### config.mk
export PLATFORM = sky130hd
export DESIGN_NAME = csr_file
export DESIGN_NICKNAME = d
export VERILOG_FILES = /design/src/rtl/csr_file.sv
export SDC_FILE = /design/constraint.sdc
export NUM_CORES = 1
export LEC_CHECK = 0
export CELL_PAD_IN_SITES_DETAIL_PLACEMENT = 0
export CELL_PAD_IN_SITES_GLOBAL_PLACEMENT = 2
export CORE_MARGIN = 2
export CORE_UTILIZATION = 33
export DETAILED_ROUTE_END_ITERATION = 10
export PLACE_DENSITY = 0.85
export REMOVE_ABC_BUFFERS = 1
export SLEW_MARGIN = 20
export SYNTH_ARGS = -nofsm -noshare
export SYNTH_HDL_FRONTEND = slang
export SYNTH_SLANG_ARGS = --single-unit
### constraint.sdc
create_clock -name clk -period 8.2 [get_ports clk]
set_input_delay 1.64 -clock clk [delete_from_list [all_inputs] [get_ports clk]]
set_output_delay 1.64 -clock clk [all_outputs]
set_load 0.05 [all_outputs]
### src/rtl/csr_file.sv
// Machine-mode CSR file: Zicsr decode, trap/mret sequencing, 64-bit cycle/instret counters (CSR_COUNTERS_EN).
// Latency: csr_rdata/csr_illegal are combinational; all state updates land on the next rising clk edge.
// Backpressure: none; accesses are accepted every cycle; trap beats mret, which beats the CSR write.
module csr_file #(
    parameter int               XLEN        = 32,
    parameter logic [XLEN-1:0]  HART_ID     = '0,
    parameter logic [XLEN-1:0]  MTVEC_RESET = '0
) (
    input  logic            clk,
    input  logic            rst,
    input  logic            csr_valid,
    input  logic [2:0]      csr_op,
    input  logic [11:0]     csr_addr,
    input  logic [XLEN-1:0] csr_wdata,
    input  logic [4:0]      csr_uimm,
    output logic [XLEN-1:0] csr_rdata,
    output logic            csr_illegal,
    input  logic            instret,
    input  logic            trap_valid,
    input  logic [XLEN-1:0] trap_cause,
    input  logic [XLEN-1:0] trap_pc,
    input  logic            mret,
    output logic [XLEN-1:0] mtvec_out,
    output logic [XLEN-1:0] mepc_out,
    output logic            mie_out
);

    localparam logic [11:0] ADDR_MSTATUS   = 12'h300;
    localparam logic [11:0] ADDR_MISA      = 12'h301;
    localparam logic [11:0] ADDR_MTVEC     = 12'h305;
    localparam logic [11:0] ADDR_MSCRATCH  = 12'h340;
    localparam logic [11:0] ADDR_MEPC      = 12'h341;
    localparam logic [11:0] ADDR_MCAUSE    = 12'h342;
    localparam logic [11:0] ADDR_MCYCLE    = 12'hB00;
    localparam logic [11:0] ADDR_MINSTRET  = 12'hB02;
    localparam logic [11:0] ADDR_MCYCLEH   = 12'hB80;
    localparam logic [11:0] ADDR_MINSTRETH = 12'hB82;
    localparam logic [11:0] ADDR_CYCLE     = 12'hC00;
    localparam logic [11:0] ADDR_INSTRET   = 12'hC02;
    localparam logic [11:0] ADDR_CYCLEH    = 12'hC80;
    localparam logic [11:0] ADDR_INSTRETH  = 12'hC82;
    localparam logic [11:0] ADDR_MHARTID   = 12'hF14;

    localparam logic [XLEN-1:0] MISA_VAL   = 32'h4000_0100;
    localparam logic [XLEN-1:0] ALIGN_MASK = {{(XLEN-2){1'b1}}, 2'b00};

    logic            mie;
    logic            mpie;
    logic [XLEN-1:0] mtvec;
    logic [XLEN-1:0] mscratch;
    logic [XLEN-1:0] mepc;
    logic [XLEN-1:0] mcause;

    logic [XLEN-1:0] operand;
    logic [XLEN-1:0] old_val;
    logic [XLEN-1:0] new_val;
    logic [XLEN-1:0] mstatus_rd;
    logic            mapped;
    logic            read_only;
    logic            wr_intent;
    logic            op_bad;
    logic            do_write;

`ifdef CSR_COUNTERS_EN
    logic [63:0] mcycle;
    logic [63:0] minstret;
`else
    logic counters_unused;
    assign counters_unused = instret;
`endif

    always_comb begin
        mstatus_rd     = 32'h0000_1800;
        mstatus_rd[7]  = mpie;
        mstatus_rd[3]  = mie;
    end

    always_comb begin
        old_val = '0;
        mapped  = 1'b1;
        case (csr_addr)
            ADDR_MSTATUS:   old_val = mstatus_rd;
            ADDR_MISA:      old_val = MISA_VAL;
            ADDR_MTVEC:     old_val = mtvec;
            ADDR_MSCRATCH:  old_val = mscratch;
            ADDR_MEPC:      old_val = mepc;
            ADDR_MCAUSE:    old_val = mcause;
            ADDR_MHARTID:   old_val = HART_ID;
`ifdef CSR_COUNTERS_EN
            ADDR_MCYCLE,   ADDR_CYCLE:    old_val = mcycle[31:0];
            ADDR_MCYCLEH,  ADDR_CYCLEH:   old_val = mcycle[63:32];
            ADDR_MINSTRET, ADDR_INSTRET:  old_val = minstret[31:0];
            ADDR_MINSTRETH, ADDR_INSTRETH: old_val = minstret[63:32];
`endif
            default:        mapped = 1'b0;
        endcase
    end

    always_comb begin
        operand   = csr_op[2] ? {{(XLEN-5){1'b0}}, csr_uimm} : csr_wdata;
        read_only = (csr_addr[11:10] == 2'b11) || (csr_addr == ADDR_MISA);
        op_bad    = (csr_op[1:0] == 2'b00);
        // Set/clear forms with a zero operand are pure reads and may touch read-only CSRs.
        wr_intent = (csr_op[1:0] == 2'b01) || (operand != '0);
        case (csr_op[1:0])
            2'b01:   new_val = operand;
            2'b10:   new_val = old_val | operand;
            2'b11:   new_val = old_val & ~operand;
            default: new_val = old_val;
        endcase
    end

    assign csr_illegal = csr_valid && (!mapped || op_bad || (wr_intent && read_only));
    assign csr_rdata   = csr_illegal ? '0 : old_val;
    assign do_write    = csr_valid && !csr_illegal && wr_intent && !trap_valid && !mret;

    assign mtvec_out = mtvec;
    assign mepc_out  = mepc;
    assign mie_out   = mie;

    always_ff @(posedge clk or posedge rst) begin
        if (rst) begin
            mie      <= 1'b0;
            mpie     <= 1'b0;
            mtvec    <= MTVEC_RESET;
            mscratch <= '0;
            mepc     <= '0;
            mcause   <= '0;
        end else if (trap_valid) begin
            mepc   <= trap_pc & ALIGN_MASK;
            mcause <= trap_cause;
            mpie   <= mie;
            mie    <= 1'b0;
        end else if (mret) begin
            mie  <= mpie;
            mpie <= 1'b1;
        end else if (do_write) begin
            case (csr_addr)
                ADDR_MSTATUS: begin
                    mie  <= new_val[3];
                    mpie <= new_val[7];
                end
                ADDR_MTVEC:    mtvec    <= new_val & ALIGN_MASK;
                ADDR_MSCRATCH: mscratch <= new_val;
                ADDR_MEPC:     mepc     <= new_val & ALIGN_MASK;
                ADDR_MCAUSE:   mcause   <= new_val;
                default: ;
            endcase
        end
    end

`ifdef CSR_COUNTERS_EN
    // A write to either half replaces the whole 64-bit increment for that cycle.
    always_ff @(posedge clk or posedge rst) begin
        if (rst) begin
            mcycle <= '0;
        end else if (do_write && csr_addr == ADDR_MCYCLE) begin
            mcycle[31:0] <= new_val;
        end else if (do_write && csr_addr == ADDR_MCYCLEH) begin
            mcycle[63:32] <= new_val;
        end else begin
            mcycle <= mcycle + 64'd1;
        end
    end

    always_ff @(posedge clk or posedge rst) begin
        if (rst) begin
            minstret <= '0;
        end else if (do_write && csr_addr == ADDR_MINSTRET) begin
            minstret[31:0] <= new_val;
        end else if (do_write && csr_addr == ADDR_MINSTRETH) begin
            minstret[63:32] <= new_val;
        end else if (instret) begin
            minstret <= minstret + 64'd1;
        end
    end
`endif

endmodule

==> results of run 1 <==
==> worst max-delay path, stage by stage <==
cell	delay, ps
clkdlybuf4s50_1	590
buf_4	300
nor4_1	490
a41oi_1	210
a211oi_2	370
a22oi_1	140
o21a_1	500
buf_4	370
nor2_1	300
buf_12	180
==> flip-flops by register name, summed over array words and instances, names as in the netlist <==
signal     cells
mpie           1
mcause        32
mie_out        1
mtvec_out     30
mscratch      32
mepc_out      30
==> area by class of cell <==
type / count / area share (%)
multi-input combinational: 717 / 43.9
timing repair buffer: 241 / 19.5
tap: 341 / 3.53
inverter: 65 / 2.04
sequential: 126 / 26.1
clock buffer: 18 / 3.63
clock inverter: 13 / 1.37
==> Yosys cell counts (22+ instances only) <==
cell,count
inv_1,64
o211ai_1,36
nand2_1,74
dfrtp_1,126
a32oi_1,49
a21oi_1,23
mux2_2,97
mux2i_1,40
nor4_1,23
mux2_1,24
nor2_1,68
clkbuf_1,46
and3_1,22
==> where the power goes <==
part	leakage, nW	switching, W	internal, W	total, W
sequential	1.59	0.0000306	0.000663	0.000693
clock	0.284	0.000312	0.000485	0.000797
combinational	3.09	0.000251	0.000175	0.000426
total	4.96	0.000593	0.00132	0.00192
==> through the flow <==
step / cells / total power [W]
after detailed placement: 1490 / 0.00113
after global routing: 1521 / 0.00198
after CTS: 1521 / 0.00193
after global placement: 1490 / 0.00113
after floorplan: 908 / 0.000922
final: 1521 / 0.00192
==> how the worst max path moves through the flow <==
| stage | to | slack, ps | start | depth (start not counted) |
|---|---|---|---|---|
| 5_1_grt | csr_rdata[10] | 1230 | csr_op[2] | 10 |
| 3_5_place_dp | csr_rdata[10] | 1440 | csr_addr[9] | 9 |
| 3_3_place_gp | csr_rdata[10] | 1460 | csr_op[2] | 10 |
| 2_1_floorplan | csr_rdata[2] | 880 | csr_addr[3] | 6 |
| 4_1_cts | csr_rdata[10] | 1430 | csr_addr[9] | 9 |
| 6_report | csr_rdata[10] | 1460 | csr_op[2] | 10 |
==> cells by family (layout without fill, tap and decap cells) <==
group,count (synthesis),after routing,synth area share (%)
XOR/XNOR,9,9,0.872
multiplexers,161,161,19.5
buffers and inverters,153,337,7.22
AND/OR/NAND/NOR,313,313,18.0
AO/OA/AOI/OAI,230,230,19.5
flip-flops,126,126,34.9
other,1,4,0.0415
==> metal layers <==
layer	part of all wire [%]	GRT usage, %	up-vias
met2	47	41.1	346
met5	0	0	-
met4	1.9	6.87	0
met1	45	32.8	4351
li1	-	-	4051
met3	6.3	4.38	53
==> results.json, run 1 <==
{
  "outcome": "complete, no violations",
  "synth_area_um2": 9040,
  "grt_start_max_net_pins": 91,
  "cts_tree": "yes",
  "yosysTopAreaCellShare_pct": 34.9,
  "holdPathEnd": "mscratch[31]$_DFFE_PP0P_",
  "coreArea_um2": 27000,
  "via_per_inst": 5.79,
  "max-cap-violations": 0,
  "synth-edff-count": 0,
  "startpoint_type": "input port",
  "layout_common_cells": "clkdlybuf4s50_1 (176), dfrtp_1 (126), mux2_2 (97)",
  "max-slew-margin-rel_pct": 28.8,
  "ys_ff_latch": 126,
  "yosys-top-cells-area": "dfrtp_1 (35%), mux2_2 (12%), a32oi_1 (4.7%), mux2i_1 (4.4%), nand2_1 (3.1%)",
  "cellLeakagePower_nw": 4.96,
  "fin_area_um2": 12100,
  "post-place-ws_ps": 1440,
  "drc": 0,
  "grt_pass1_wl_mm": 52.9,
  "clock_latency_ps": 430,
  "htree_num_levels": 4,
  "die_area_um2": 28700,
  "grt_pass1_vias": 8743,
  "clockRootBuffer": "clkbuf_16",
  "first_pass_iters": 5,
  "powerDensity_nw_per_um2": 158,
  "hold_viol": 0,
  "finClkSkew_ps": 7.39,
  "fin_nets": 1290,
  "criticalPathCategory": "in -> out",
  "numClockSinks": 126,
  "synth_area_leader_cell": "dfrtp_1",
  "diodes": 0,
  "tightest_slew_ps": 1070,
  "antenna_found_initial": 0,
  "nFillCells": 2631,
  "async_reset_ff_share_pct": 100,
  "required_ps": 6560,
  "postRouteAntennaNets": 0,
  "drt_iter0_markers": 655,
  "rsz0062_at_grt": "no",
  "synthToLayoutAreaGrowth_pct": 33.7,
  "fmax_ghz": 0.148,
  "setup_viol": 0,
  "multi_input_area_um2": 5310,
  "cp.arrival_ps": 5100,
  "ys_types": 61,
  "cts_post_setup_buffers_inserted": 0,
  "reg2reg_slack_ps": 6080,
  "avgSynthCellArea_um2": 9.11,
  "cts_resized": 0,
  "vdd_drop_max_uv": 107,
  "r2r_start": "mepc_out[13]$_DFFE_PP0P_",
  "cts_buffers": 17,
  "portBuffers": 212,
  "finalCritPeriodShare_pct": 82.2,
  "ioPinCount": 220,
  "netlist_instances": 993,
  "worst_hold_slack_ps": 484,
  "layout_commonest_cell": "clkdlybuf4s50_1",
  "overflow": 0,
  "ys_seq_area_share_pct": 34.9,
  "hpwl_mm": 23.7,
  "clk_transition_reported_paths_ps": 60,
  "globalplace.congestion": 0.830,
  "die_w_um": 170,
  "register_area_um2": 3150,
  "fin_ws_ps": 1460,
  "min_period_ps": 6740,
  "drive_gt1_share_pct": 18.9,
  "vias": 8801,
  "whs_path_depth": 1,
  "clockBufferDepth": 2,
  "drt-wirelength-per-cell_um": 23.6,
  "num_rows": 60,
  "reg2regPathDepth": 6,
  "wl_mm": 35.9,
  "initial_core_util_pct": 33.6,
  "tns_ps": 0,
  "hold_path.class": "reg -> reg",
  "track_usage_pct": 24.6,
  "endpoint_kind": "primary output",
  "fp.dieH_um": 170,
  "slew_viol_final": 0,
  "hp-start": "mscratch[31]$_DFFE_PP0P_",
  "post-route-util_pct": 44.9,
  "regToRegEndpoint": "mscratch[13]$_DFFE_PP0P_",
  "synth-main-ff-cell": "dfrtp_1",
  "ctsHoldBuffers": 0,
  "placed_area_um2": 11500,
  "crit_fanout": 15,
  "synth_warnings": 0
}
Note: power is estimated with default switching activity, not from simulation.
==> inputs of run 2 (changes only) <==
- CORE_UTILIZATION: 33 -> 27
- PLACE_DENSITY: 0.85 -> 0.74
- clock period: 8.2 -> 5.8 ns (I/O delays scaled with it)
==> results.json, run 2 (synthesis gave the netlist of run 1 again) <==
{
  "outcome": "complete, no violations",
  "max-slew-margin-rel_pct": 36.0,
  "crit_buf_inv": 3,
  "r2r_start": "mepc_out[7]$_DFFE_PP0P_",
  "met1_usage_pct": 28.2,
  "power.total_w": 0.00266,
  "rsz0062_at_grt": "no",
  "cts_post_setup_buffers_inserted": 0,
  "register_area_um2": 3150,
  "vias": 8770,
  "power_frac_comb_pct": 23.3,
  "coreArea_um2": 33300,
  "overflow": 0,
  "drc": 0,
  "grt_pass1_vias": 8955,
  "die_area_um2": 35000,
  "powerDensity_nw_per_um2": 211,
  "tns_ps": 0,
  "via_per_inst": 5.33,
  "internal_power_w": 0.00179,
  "regToRegEndpoint": "mcause[7]$_DFFE_PP0P_",
  "drt_iter0_markers": 693,
  "synthToLayoutAreaGrowth_pct": 39.4,
  "slowest_stage": "clkdlybuf4s50_1",
  "layout_commonest_cell": "clkdlybuf4s50_1",
  "worst_hold_slack_ps": 483,
  "hold_viol": 0,
  "met3_usage_pct": 4.41,
  "reg_top3": "mcause (32), mscratch (32)",
  "finalCritPeriodShare_pct": 94.7,
  "grt-busiest-layer": "met2",
  "track_usage_pct": 22.0,
  "switching_share_pct": 32.7,
  "grt_start_max_net_pins": 90,
  "portBuffers": 212,
  "num_rows": 67,
  "criticalPathCategory": "in -> out",
  "first_pass_iters": 6,
  "crit_path_max_incr_delay_ps": 740,
  "fp.dieH_um": 187,
  "slew_viol_final": 0,
  "layout_common_cells": "clkdlybuf4s50_1 (176), dfrtp_1 (126), mux2_2 (97)",
  "clock_latency_ps": 420,
  "placed_area_um2": 12000,
  "reg2reg_slack_ps": 3670,
  "hpwl_mm": 26.4,
  "drt-wirelength-per-cell_um": 23.5,
  "endpoint_kind": "primary output",
  "clock_power_share_pct": 39.9,
  "hold_path.class": "reg -> reg",
  "hp-start": "mscratch[21]$_DFFE_PP0P_",
  "crit_chain": "clkdlybuf4s50_1 > nor4_1 > nand4_1 > a211oi_2 > a22oi_1 > o21a_1 > buf_4 > a21oi_1 > buf_12",
  "startpoint_type": "input port",
  "vdd_drop_max_uv": 198,
  "whs_path_depth": 1,
  "ioPinCount": 220,
  "fmax_ghz": 0.182,
  "cellLeakagePower_nw": 5.09,
  "fin_area_um2": 12600,
  "min_period_ps": 5490,
  "cp_top_family": "buffers and inverters",
  "cts_tree": "yes",
  "holdPathEnd": "mscratch[21]$_DFFE_PP0P_",
  "crit_fanout": 25,
  "dp_cells": 1611,
  "globalplace.congestion": 0.802,
  "drive_gt1_share_pct": 19.8,
  "final-instance-count-excl-fill": 1644,
  "multi_input_area_um2": 5310,
  "grt_pass1_wl_mm": 57.6,
  "pwr-share-seq_pct": 36.8,
  "ctsHoldBuffers": 0,
  "reg2regPathDepth": 6,
  "tightest_slew_ps": 960,
  "postRouteAntennaNets": 0,
  "clockRootBuffer": "clkbuf_16",
  "clk_transition_reported_paths_ps": 60,
  "wl_mm": 38.7,
  "cts_resized": 0,
  "nFillCells": 3390,
  "numClockSinks": 126,
  "cts_buffers": 17,
  "grt_util_met2_pct": 37.2,
  "fin_nets": 1304,
  "die_w_um": 187,
  "required_ps": 4640,
  "max-cap-violations": 0,
  "initial_core_util_pct": 27.2,
  "cp.arrival_ps": 4330,
  "switching_power_w": 0.000868,
  "antenna_found_initial": 1,
  "setup_viol": 0,
  "finClkSkew_ps": 8.20,
  "clockBufferDepth": 2,
  "htree_num_levels": 4
}
run 2: power groups by stage:
stage	Clock (W)	Sequential, W	Combinational [W]
floorplan	0	0.00108	0.000223
CTS	0.00108	0.000978	0.000622
finish	0.00106	0.000978	0.000618
detailed placement	0	0.000995	0.000619
global route	0.00113	0.000985	0.000658
global placement	0	0.000994	0.000616
run 2: worst reg2reg max path, cell delays in order, from the launching register on:
cell	delay, ps
dfrtp_1	400
mux2i_1	170
a2bb2oi_1	170
o2bb2ai_1	90
o32ai_1	740
o21ai_0	160
mux2_2	290
run 2: metrics by stage:
stage	utilization (%)	setup slack [ps]
after global placement	36.2	333
final	37.9	310
after global routing	37.9	176
after CTS	37.9	279
after floorplan	-	-559
after detailed placement	36.2	300
run 2: cell type report:
class                      count  area share (%)
antenna                        1          0.0198
tap                          448            4.45
clock inverter                14            1.08
multi-input combinational    717            42.1
timing repair buffer         255            22.0
sequential                   126            25.0
clock buffer                  18            3.40
inverter                      65            1.95
run 2: per-layer routing:
metal	routed length, um	up-vias
met5	0	-
met4	872	0
met3	2070	57
met2	18700	291
met1	17100	4335
li1	-	4087
run 2: how the worst max path moves through the flow:
stage,from,endpoint,slack (ps),cells past startpoint
final,csr_op[2],csr_rdata[4],310,9
after global routing,csr_op[2],csr_rdata[4],180,9
after CTS,csr_op[2],csr_rdata[4],280,9
after detailed placement,csr_op[2],csr_rdata[4],300,9
after global placement,csr_op[2],csr_rdata[4],330,9
after floorplan,csr_addr[3],csr_rdata[2],-560,6
==> inputs of run 3 (changes only) <==
- ABC_CLOCK_PERIOD_IN_PS: unset -> 5800
- CORE_MARGIN: 2 -> 5
==> results.json, run 3 (synthesis gave the netlist of run 1 again) <==
{
  "postRouteAntennaNets": 0,
  "numClockSinks": 126,
  "min_period_ps": 5490,
  "internal_power_w": 0.00188,
  "portBuffers": 212,
  "finalCritPeriodShare_pct": 94.6,
  "max-cap-violations": 0,
  "via_per_inst": 5.40,
  "drt_iter0_markers": 664,
  "initial_core_util_pct": 27.2,
  "layout_common_cells": "clkdlybuf4s50_1 (176), dfrtp_1 (126), mux2_2 (97)",
  "grt_pass1_vias": 9153,
  "tightest_slew_ps": 701,
  "overflow": 0,
  "grt_start_max_net_pins": 71,
  "crit_chain": "clkdlybuf4s50_1 > nor4_1 > nand4_1 > a211oi_2 > a22oi_1 > o21a_2 > buf_12 > a21oi_1 > buf_4",
  "fin_nets": 1307,
  "die_w_um": 193,
  "fp.dieH_um": 193,
  "outcome": "complete, no violations",
  "cts_buffers": 17,
  "drt-wirelength-per-cell_um": 24.0,
  "antenna_found_initial": 1,
  "register_area_um2": 3150,
  "globalplace.congestion": 0.825,
  "clk_transition_reported_paths_ps": 60,
  "drc": 0,
  "slew_viol_final": 0,
  "nFillCells": 3475,
  "hpwl_mm": 27.3,
  "switching_share_pct": 31.3,
  "powerDensity_nw_per_um2": 222,
  "hold_viol": 0,
  "finClkSkew_ps": 9.13,
  "max-slew-margin-rel_pct": 52.8,
  "switching_power_w": 0.000855,
  "coreArea_um2": 33300,
  "endpoint_kind": "primary output",
  "startpoint_type": "input port",
  "worst_hold_slack_ps": 485,
  "post-route-util_pct": 37.0,
  "htree_num_levels": 4,
  "multi_input_area_um2": 5310,
  "cp.arrival_ps": 4330,
  "reg_top3": "mcause (32), mscratch (32)",
  "cts_resized": 0,
  "num_rows": 67,
  "grt_pass1_wl_mm": 58.4,
  "pwr-share-seq_pct": 35.8,
  "ctsHoldBuffers": 0,
  "clockRootBuffer": "clkbuf_16",
  "cts_tree": "yes",
  "clockBufferDepth": 2,
  "crit_path_max_incr_delay_ps": 640,
  "hold_path.class": "reg -> reg",
  "clock_power_share_pct": 41.5,
  "power_frac_comb_pct": 22.7,
  "vdd_drop_max_uv": 175,
  "cellLeakagePower_nw": 5.05,
  "die_area_um2": 37300,
  "fmax_ghz": 0.182,
  "required_ps": 4640,
  "cts_post_setup_buffers_inserted": 0,
  "setup_viol": 0,
  "rsz0062_at_grt": "no",
  "slowest_stage": "clkdlybuf4s50_1",
  "ioPinCount": 220,
  "drive_gt1_share_pct": 20.1,
  "criticalPathCategory": "in -> out",
  "track_usage_pct": 21.0,
  "layout_commonest_cell": "clkdlybuf4s50_1",
  "diodes": 0,
  "synthToLayoutAreaGrowth_pct": 36.1,
  "crit_fanout": 17,
  "wl_mm": 39.5,
  "vias": 8876,
  "clock_latency_ps": 430,
  "first_pass_iters": 5
}
-- run 3: per-layer routing --
layer  global-route usage (%)  wire length, um
met2                     34.6            18900
met1                     27.8            17200
met4                     6.64              904
met3                     4.21             2480
met5                        0               13
-- run 3: power groups by stage --
stage | clock, W | combinational [W] | sequential (W)
floorplan | 0 | 0.000223 | 0.00108
global placement | 0 | 0.000619 | 0.000993
detailed placement | 0 | 0.000621 | 0.000994
CTS | 0.00116 | 0.000622 | 0.000978
global route | 0.00119 | 0.000662 | 0.000987
finish | 0.00114 | 0.000621 | 0.000978
-- run 3: final timing paths --
kind,start,end,slack [ps],cells after the start
setup reg to reg,mepc_out[23]$_DFFE_PP0P_,mtvec_out[23]$_DFFE_PP0P_,3700,6
hold reg to reg,mscratch[22]$_DFFE_PP0P_,mscratch[22]$_DFFE_PP0P_,480,1
max in group asynchronous,rst,mscratch[14]$_DFFE_PP0P_,3980,3
min in group asynchronous,rst,mtvec_out[7]$_DFFE_PP0P_,1060,2
hold / removal,mscratch[22]$_DFFE_PP0P_,mscratch[22]$_DFFE_PP0P_,480,1
setup / recovery,csr_op[2],csr_rdata[4],310,9
-- run 3: layout make-up --
type                    count  area share, %
clock buffers              18           3.57
well taps                 448           4.55
clock inverters            13           1.33
multi-input cells         717           43.1
inverters                  65           2.00
flip-flops and latches    126           25.6
repair buffers            258           19.8
-- run 3: worst max-delay path, delay by kind of cell --
family          cells  cell delay, ps
compound gates      4            1140
buf+inv             3            1130
simple gates        2             860
-- run 3: metrics by stage --
step                      setup WS (ps)  cell area [um^2]  TNS [ps]  power, W  std cells
final                               311             12300         0   0.00274       1645
after global placement              380             11700         0   0.00161       1613
after detailed placement            355             11700         0   0.00161       1613
after global routing                268             12300         0   0.00284       1645
after floorplan                    -559              8650    -21630   0.00130        908
after CTS                           353             12300         0   0.00276       1644
